$ cat src/rtl/micro_ucr_nonce_ctrl_if.sv
// Host-side request/result bundle of the micro-UCR nonce-search sequencer.
// The host drives the master modport and the sequencer takes the slave modport.
interface micro_ucr_nonce_ctrl_if;
  logic        start;
  logic        abort;
  logic [95:0] header;
  logic [31:0] nonce_start;
  logic [31:0] nonce_last;
  logic [15:0] target;
  logic        busy;
  logic        done;
  logic        found;
  logic        timeout_err;
  logic [31:0] nonce_found;
  logic [23:0] hash_found;

  modport master (
    output start, abort, header, nonce_start, nonce_last, target,
    input  busy, done, found, timeout_err, nonce_found, hash_found
  );

  modport slave (
    input  start, abort, header, nonce_start, nonce_last, target,
    output busy, done, found, timeout_err, nonce_found, hash_found
  );
endinterface

$ cat src/rtl/micro_ucr_nonce_ctrl.sv
// Nonce-search sequencer: steps one hash core through a nonce range and
// reports the first nonce whose hash meets the difficulty target.
module micro_ucr_nonce_ctrl #(
  parameter int WDOG = 40
) (
  input  logic                         clk,
  input  logic                         reset_L,
  micro_ucr_nonce_ctrl_if.slave        host,
  output logic                         core_reset_L,
  output logic                         core_fin,
  output logic [127:0]                 core_bloque,
  input  logic [5:0]                   core_count,
  input  logic [23:0]                  core_H
);

  localparam int WDW = (WDOG > 1) ? $clog2(WDOG) : 1;

  typedef enum logic [1:0] {
    IDLE  = 2'd0,
    RUN   = 2'd1,
    CHECK = 2'd2,
    DONE  = 2'd3
  } state_t;

  state_t      state_r;
  logic [95:0] hdr_r;
  logic [31:0] nonce_r;
  logic [31:0] last_r;
  logic [15:0] target_r;
  logic [WDW-1:0] wd_r;
  logic        busy_r;
  logic        done_r;
  logic        found_r;
  logic        timeout_r;
  logic [31:0] nonce_found_r;
  logic [23:0] hash_found_r;
  logic        core_reset_L_r;
  logic        core_fin_r;
  logic        hit_s;
  logic        pass_end_s;
  logic        wd_expired_s;

  // The core wraps its counter into 0 as it adds into H, so count 34 marks the end of a pass.
  assign pass_end_s   = (core_count == 6'd34);
  assign wd_expired_s = (wd_r == WDW'(WDOG - 1));
  assign hit_s        = (core_H[23:8] <= target_r);

  assign core_bloque      = {hdr_r, nonce_r};
  assign core_reset_L     = core_reset_L_r;
  assign core_fin         = core_fin_r;
  assign host.busy        = busy_r;
  assign host.done        = done_r;
  assign host.found       = found_r;
  assign host.timeout_err = timeout_r;
  assign host.nonce_found = nonce_found_r;
  assign host.hash_found  = hash_found_r;

  // Search sequencer FSM with all outputs registered alongside the state.
  always_ff @(posedge clk or negedge reset_L) begin
    if (!reset_L) begin
      state_r        <= IDLE;
      hdr_r          <= 96'd0;
      nonce_r        <= 32'd0;
      last_r         <= 32'd0;
      target_r       <= 16'd0;
      wd_r           <= '0;
      busy_r         <= 1'b0;
      done_r         <= 1'b0;
      found_r        <= 1'b0;
      timeout_r      <= 1'b0;
      nonce_found_r  <= 32'd0;
      hash_found_r   <= 24'd0;
      core_reset_L_r <= 1'b0;
      core_fin_r     <= 1'b1;
    end else begin
      done_r <= 1'b0;
      case (state_r)
        IDLE: begin
          wd_r           <= '0;
          busy_r         <= 1'b0;
          core_reset_L_r <= 1'b0;
          core_fin_r     <= 1'b1;
          if (host.start && !host.abort) begin
            hdr_r          <= host.header;
            nonce_r        <= host.nonce_start;
            last_r         <= host.nonce_last;
            target_r       <= host.target;
            found_r        <= 1'b0;
            timeout_r      <= 1'b0;
            busy_r         <= 1'b1;
            core_reset_L_r <= 1'b1;
            core_fin_r     <= 1'b0;
            state_r        <= RUN;
          end else begin
            state_r <= IDLE;
          end
        end

        RUN: begin
          if (host.abort) begin
            wd_r           <= '0;
            busy_r         <= 1'b0;
            core_reset_L_r <= 1'b0;
            core_fin_r     <= 1'b1;
            state_r        <= IDLE;
          end else if (pass_end_s) begin
            wd_r    <= '0;
            state_r <= CHECK;
          end else if (wd_expired_s) begin
            wd_r           <= '0;
            timeout_r      <= 1'b1;
            done_r         <= 1'b1;
            busy_r         <= 1'b0;
            core_reset_L_r <= 1'b0;
            core_fin_r     <= 1'b1;
            state_r        <= DONE;
          end else begin
            wd_r    <= wd_r + WDW'(1'b1);
            state_r <= RUN;
          end
        end

        CHECK: begin
          if (host.abort) begin
            busy_r         <= 1'b0;
            core_reset_L_r <= 1'b0;
            core_fin_r     <= 1'b1;
            state_r        <= IDLE;
          end else if (hit_s || (nonce_r == last_r)) begin
            // A hit on the last nonce still counts as found.
            if (hit_s) begin
              found_r       <= 1'b1;
              nonce_found_r <= nonce_r;
              hash_found_r  <= core_H;
            end else begin
              found_r <= 1'b0;
            end
            done_r         <= 1'b1;
            busy_r         <= 1'b0;
            core_reset_L_r <= 1'b0;
            core_fin_r     <= 1'b1;
            state_r        <= DONE;
          end else begin
            nonce_r <= nonce_r + 32'd1;
            state_r <= RUN;
          end
        end

        DONE: begin
          busy_r         <= 1'b0;
          core_reset_L_r <= 1'b0;
          core_fin_r     <= 1'b1;
          state_r        <= IDLE;
        end

        default: begin
          wd_r           <= '0;
          busy_r         <= 1'b0;
          core_reset_L_r <= 1'b0;
          core_fin_r     <= 1'b1;
          state_r        <= IDLE;
        end
      endcase
    end
  end

endmodule

$ cat src/flat_wrapper.sv
// flat-port wrapper written by rule: the top's interface ports become plain ports
module micro_ucr_nonce_ctrl_flat 
#(
  parameter int WDOG = 40
)
  (clk, reset_L, core_reset_L, core_fin, core_bloque, core_count, core_H, host_start, host_abort, host_header, host_nonce_start, host_nonce_last, host_target, host_busy, host_done, host_found, host_timeout_err, host_nonce_found, host_hash_found);
  micro_ucr_nonce_ctrl_if host_i ();
  input  logic clk;
  input  logic reset_L;
  output logic core_reset_L;
  output logic core_fin;
  output logic [127:0] core_bloque;
  input  logic [5:0] core_count;
  input  logic [23:0] core_H;
  input wire logic [$bits(host_i.start)-1:0] host_start;
  input wire logic [$bits(host_i.abort)-1:0] host_abort;
  input wire logic [$bits(host_i.header)-1:0] host_header;
  input wire logic [$bits(host_i.nonce_start)-1:0] host_nonce_start;
  input wire logic [$bits(host_i.nonce_last)-1:0] host_nonce_last;
  input wire logic [$bits(host_i.target)-1:0] host_target;
  output wire logic [$bits(host_i.busy)-1:0] host_busy;
  output wire logic [$bits(host_i.done)-1:0] host_done;
  output wire logic [$bits(host_i.found)-1:0] host_found;
  output wire logic [$bits(host_i.timeout_err)-1:0] host_timeout_err;
  output wire logic [$bits(host_i.nonce_found)-1:0] host_nonce_found;
  output wire logic [$bits(host_i.hash_found)-1:0] host_hash_found;
  assign host_i.start = host_start;
  assign host_i.abort = host_abort;
  assign host_i.header = host_header;
  assign host_i.nonce_start = host_nonce_start;
  assign host_i.nonce_last = host_nonce_last;
  assign host_i.target = host_target;
  assign host_busy = host_i.busy;
  assign host_done = host_i.done;
  assign host_found = host_i.found;
  assign host_timeout_err = host_i.timeout_err;
  assign host_nonce_found = host_i.nonce_found;
  assign host_hash_found = host_i.hash_found;
  micro_ucr_nonce_ctrl #(.WDOG(WDOG)) u_core (.clk(clk), .reset_L(reset_L), .host(host_i), .core_reset_L(core_reset_L), .core_fin(core_fin), .core_bloque(core_bloque), .core_count(core_count), .core_H(core_H));
endmodule
$ cat config.mk
export PLATFORM = sky130hd
export DESIGN_NAME = micro_ucr_nonce_ctrl_flat
export DESIGN_NICKNAME = d
export VERILOG_FILES = /design/src/rtl/micro_ucr_nonce_ctrl_if.sv /design/src/rtl/micro_ucr_nonce_ctrl.sv /design/src/flat_wrapper.sv
export SDC_FILE = /design/constraint.sdc
export NUM_CORES = 1
export LEC_CHECK = 0
export BUFFER_PORTS_ARGS = -buffer_cell sky130_fd_sc_hd__buf_2
export CAP_MARGIN = 20
export CORE_UTILIZATION = 40
export DETAILED_ROUTE_END_ITERATION = 16
export GPL_TIMING_DRIVEN = 0
export MAX_ROUTING_LAYER = met4
export PLACE_DENSITY = 0.76
export SYNTH_ARGS = -nofsm -noshare
export SYNTH_HDL_FRONTEND = slang
export SYNTH_SLANG_ARGS = --single-unit
$ cat constraint.sdc
create_clock -name clk -period 5.6 [get_ports clk]
set_input_delay 0.28 -clock clk [delete_from_list [all_inputs] [get_ports clk]]
set_output_delay 0.28 -clock clk [all_outputs]
set_load 0.005 [all_outputs]
After elaboration in Yosys (flattened, before gate mapping)
Index checks and enable logic that the tools add are counted.
- bits in read-only memories: 0
- bits in writable memories: 0
- output and inout bits: 190
- bits in latches: 0
- register bits after elaboration: 245
- memories kept: 0
- logic and storage cells: 87
- mux-type cells: 42
- magnitude comparators: 1
- divide/modulo/power cells: 0
- reduce and logical (&&, ||, !) cells: 12
- bitwise logic cells: 1
- add/sub/neg operators: 2
- $mul: 0
- equality and inequality tests: 16
- shift operators: 0
- operator list (cell ; count):
    32-bit two-way mux ; 3
    32-bit case mux with 2 select lines ; 1
    32-bit by 1-bit adder with 32-bit output, second input constant ; 1
    32-bit == test ; 1
    1-bit two-way mux ; 23
    6-bit two-way mux ; 3
    16-bit <= comparator ; 1
    6-bit == test, second input constant ; 2
    6-bit case mux with 2 select lines ; 1
    4-bit AND reduction ; 3
    2-bit two-way mux ; 5
    2-bit inequality test, second input constant ; 4
    1-bit case mux with 4 select lines ; 2
    2-bit case mux with 4 select lines ; 1
    6-bit by 1-bit adder with 6-bit output, second input constant ; 1
    2-bit by 1-bit inequality test with 1-bit output, second input constant ; 3
    3-bit by 2-bit inequality test with 1-bit output, second input constant ; 2
    1-bit case mux with 2 select lines ; 3
    5-bit AND reduction ; 1
    2-bit == test, second input constant ; 2
    2-bit nonzero test ; 2
    3-bit inequality test, second input constant ; 1
    3-bit AND reduction ; 1
    2-bit by 1-bit == test with 1-bit output, second input constant ; 1
    6 further kinds ; 6

Depth between registers and ports, before layout
- word-level depth: 5
- depth in mapped cells: 11
- mapped depth without buffers: 9

Least setup slack after synthesis
OpenSTA, ideal clock, no wires.
- path type: reg2reg
- start: register u_core.target_r[7]
- end: register u_core.hash_found_r[14], in the netlist u_core.host.hash_found[14]
- slack: 3.218 ns
- library setup time: 0.125 ns
- data required time: 5.475 ns
- clock period less this slack: 2.382 ns
- arrival time: 2.257 ns
- stages on the path, launching flop included: 11
- buffers on the path: 2
- cell sequence: dfrtp_1 > inv_1 > ha_1 > a21oi_1 > o21ai_0 > a221oi_1 > a31oi_4 > nor2_1 > buf_2 > buf_4 > mux2_2
- cells in the longest elaborated chain, start to end: 3
- RTL lines (element ; RTL line ; text):
    start: declaration ; micro_ucr_nonce_ctrl.sv:29 ; logic [15:0] target_r;
    start signal: assignment ; micro_ucr_nonce_ctrl.sv:87 ; target_r <= host.target;
    16-bit <= comparator * ; micro_ucr_nonce_ctrl.sv:46 ; assign hit_s = (core_H[23:8] <= target_r);
    1-bit logical OR ; micro_ucr_nonce_ctrl.sv:129 ; end else if (hit_s || (nonce_r == last_r)) begin
    4-bit AND reduction (no line) * ; n/a ;
    end signal: assignment ; micro_ucr_nonce_ctrl.sv:134 ; hash_found_r <= core_H;
    end: declaration ; micro_ucr_nonce_ctrl.sv:36 ; logic [23:0] hash_found_r;
Mark *: on every way between the ends. The rest lies on a longest branch, timed or not.
A chain may end at the register's enable or synchronous reset.

Final worst setup path
- start: input port core_H[22]
- end: register u_core.hash_found_r[21], in the netlist u_core.host.hash_found[21]
- cells in the longest elaborated chain, start to end: 3
- RTL lines (element ; RTL line ; text):
    start: declaration ; flat_wrapper.sv:14 ; input logic [23:0] core_H;
    16-bit <= comparator * ; micro_ucr_nonce_ctrl.sv:46 ;
    1-bit logical OR ; micro_ucr_nonce_ctrl.sv:129 ;
    4-bit AND reduction (no line) * ; n/a ;
Marks and branches as above.

==> flow_summary.yaml <==
run_status:
  status: "complete, no violations"
logic_synthesis:
  synth_seq_cells: 245
  ys.flop_type: "dfrtp_1"
  syn_inst: 882
  ys_seq_area_frac: 0.552
  synth_top_area_frac: 0.549
  syn-num-nets: 1114
  yosysUniqueCellTypes: 59
  yosysMostFrequentCell: "dfrtp_1"
  synth_area_sq_um: 11100
  ys_warn_count: 0
  avgSynthCellArea_sq_um: 12.6
  async_reset_ff_frac: 1.00
  yosys-top-cells-count: "244 x dfrtp_1, 201 x mux2_2, 36 x nor2_1, 33 x clkbuf_1, 32 x xnor2_1"
  synth_edf_count: 0
  synth_area_leaders: "dfrtp_1 55%, mux2_2 20%, xnor2_1 2.5%"
  synth_top_area_cell: "dfrtp_1"
sta:
  rsz0062_at_grt: "false"
  fin_crit_ps: 3040
  fmax_mhz: 329
  setup_viol: 0
  final-hold-violation-count: 0
  timing.final.ws_setup_ps: 2560
  worst_pin_slew_ps: 892
  clock_skew_ps: 28.0
  fin_setup_tns_ps: 0
  relSlewSlack: 0.405
  final_max_slew_viol_count: 0
  fin_crit_sh: 0.543
placement:
  place_ws_ps: 2630
  routabilityCongestion: 0.973
  numPortBuffers: 398
  dp_hpwl_mm: 25.6
global_route:
  grt_overflow: 0
  antenna_found_initial: 7
  grt_max_degree: 104
  grt_first_pass_wirelength_mm: 58.4
  grt_use_total: 0.277
  grt_pass1_vias: 10436
cts:
  htreeDepth: 1
  clkLatencyLatePin_ps: 550
  clock_sinks: 245
  postCtsSetupBuffers: 0
  cts_buffers: 27
  cts_hold_buffers: 163
  clk_transition_reported_paths_ps: 70
  ctsRootBufferMaster: "clkbuf_16"
  clk_path_buf_depth: 3
  cts_tree: "built"
  cts_resized: 0
critical_path:
  path_depth: 11
  cp_data_required_time_ps: 6030
  path_common_cell: "buf_2"
  max_stage_delay_ps: 550
  path_buf_inv: 4
  critical_path_class: "in -> reg"
  path_cells: "dlygate4sd3_1, buf_2, ha_1, a21oi_1, nand2_1, a221oi_1, a31oi_4, nor2_1, buf_2, buf_4, mux2_2"
  cpMaxStageDelayCell: "dlygate4sd3_1"
  cp-start-kind: "input port"
  path_delay_family: "buffers and inverters"
  r2r_cells: 10
  crit_path_end_kind: "flop"
  arrival_ps: 3470
  cp_max_fo: 10
detailed_routing:
  via_per_inst: 5.25
  drt_iter0_drc: 602
  drt_wl_total_mm: 38.7
  drtAntennaViolNets: 0
  drcViolationCount: 0
  drt_first_pass_iters: 5
  wl_per_cell_um: 20.6
  vias: 9843
die:
  die_h_um: 169
  die_area_sq_um: 28400
  start_util: 0.410
  io_pins: 400
  dieWidth_um: 169
  core_sq_um: 27100
  row_count: 60
layout:
  syn_to_final_growth_pct: 45.8
  drive_above_1_share: 0.455
  fin_nets: 1707
  seqCellArea_sq_um: 6130
  fill_cells: 2104
  multi_input_area_sq_um: 4620
power:
  powerDensity_nw_per_um2: 322
  max-vdd-ir-drop_mv: 0.272
  cellLeakagePower_uw: 0.00779
flow_run:
  drv_cap: 0
worst_hold_path:
  worst_hold_path.num_cells: 2
  hp-class: "in -> reg"
## sequential cells by signal (all words and copies together), names as in the netlist
name and count:
u_core.core_fin 1, u_core.host.done 1, u_core.hdr_r 96, u_core.host.nonce_found 32, u_core.last_r 32, u_core.host.found 1, u_core.wd_r 6, u_core.target_r 16
u_core.host.timeout_err 1, u_core.host.hash_found 24, u_core.core_reset_L 1, u_core.nonce_r 32, u_core.state_r 2
## worst paths after layout
kind	slack, ps	to	start
setup / recovery	2560	u_core.host.hash_found[21]	core_H[22]
hold / removal	30	u_core.last_r[27]	host_nonce_last[27]
setup reg to reg	2590	u_core.host.hash_found[21]	u_core.target_r[14]
hold reg to reg	500	u_core.host.nonce_found[18]	u_core.host.nonce_found[18]
max in group asynchronous	4430	u_core.last_r[28]	reset_L
min in group asynchronous	280	u_core.host.hash_found[14]	reset_L
## metrics by stage
| stage | area (sq um) | hold WS [ps] | cells | total power, uW | utilization |
|---|---|---|---|---|---|
| floorplan | 11100 | -15.6 | 882 | 2770 | - |
| global placement | 13600 | 483 | 1652 | 3250 | 0.501 |
| detailed placement | 13600 | 247 | 1654 | 3290 | 0.503 |
| CTS | 16200 | 1.62 | 1867 | 5190 | 0.597 |
| global route | 16200 | 4.23 | 1875 | 5440 | 0.598 |
| finish | 16200 | 26.8 | 1875 | 5220 | 0.598 |
## layout make-up
cell class              count  share of cell area
diodes                      7             0.00108
repair buffers            564               0.228
multi-input cells         555               0.285
plain buffers              55              0.0159
inverters                  27             0.00626
well taps                 372              0.0287
clock buffers              38              0.0486
flip-flops and latches    245               0.379
clock inverters            12             0.00726
## cells in the final DEF (no fill, tap or decap), types with 3 or more instances in the layout
master           n
a211oi_1         7
a21oi_1         23
a311oi_1        12
a31oi_1          6
and2_1           3
and3_1          12
and4_1           7
buf_2          410
buf_4            7
clkbuf_1        37
clkbuf_16       27
clkbuf_8         7
clkinv_2         8
dfrtp_1        244
diode_2          7
dlygate4sd3_1  164
ha_1            22
inv_1           26
mux2_2         201
mux2i_1          5
nand2_1         30
nand3_1         23
nand4_1         27
nor2_1          36
nor3_1          16
nor4_1           5
o211ai_1         4
o21ai_0         18
o22ai_1         13
o311a_1          3
o311ai_0         4
or2_2            3
or3_1            6
or4_1            3
xnor2_1         32
## kinds of logic (layout without fill, tap and decap cells)
kind of cell    Yosys count  after routing  synth area share
flops                   245            245             0.552
mux                     206            206             0.208
simple gates            182            182            0.0867
compound gates          112            112            0.0701
buf+inv                  82            696            0.0323
xor+xnor                 33             33            0.0260
fa+ha+maj                22             22            0.0248
other cells               0              7                 0
## metal layers
metal / routed length (um) / share of wire / global-route usage / vias up
met1: 14700 / 0.38 / 0.316 / 4803
met4: 1840 / 0.047 / 0.130 / 0
met2: 19600 / 0.51 / 0.472 / 510
met3: 2600 / 0.067 / 0.0491 / 109
li1: - / - / - / 4421
met5: 0 / 0 / - / -
## where the power goes
part / switching [uW] / internal (uW)
clock network: 739 / 1070
registers: 221 / 2030
logic: 557 / 603
total: 1520 / 3700
Note: power is estimated with default switching activity, not from simulation.
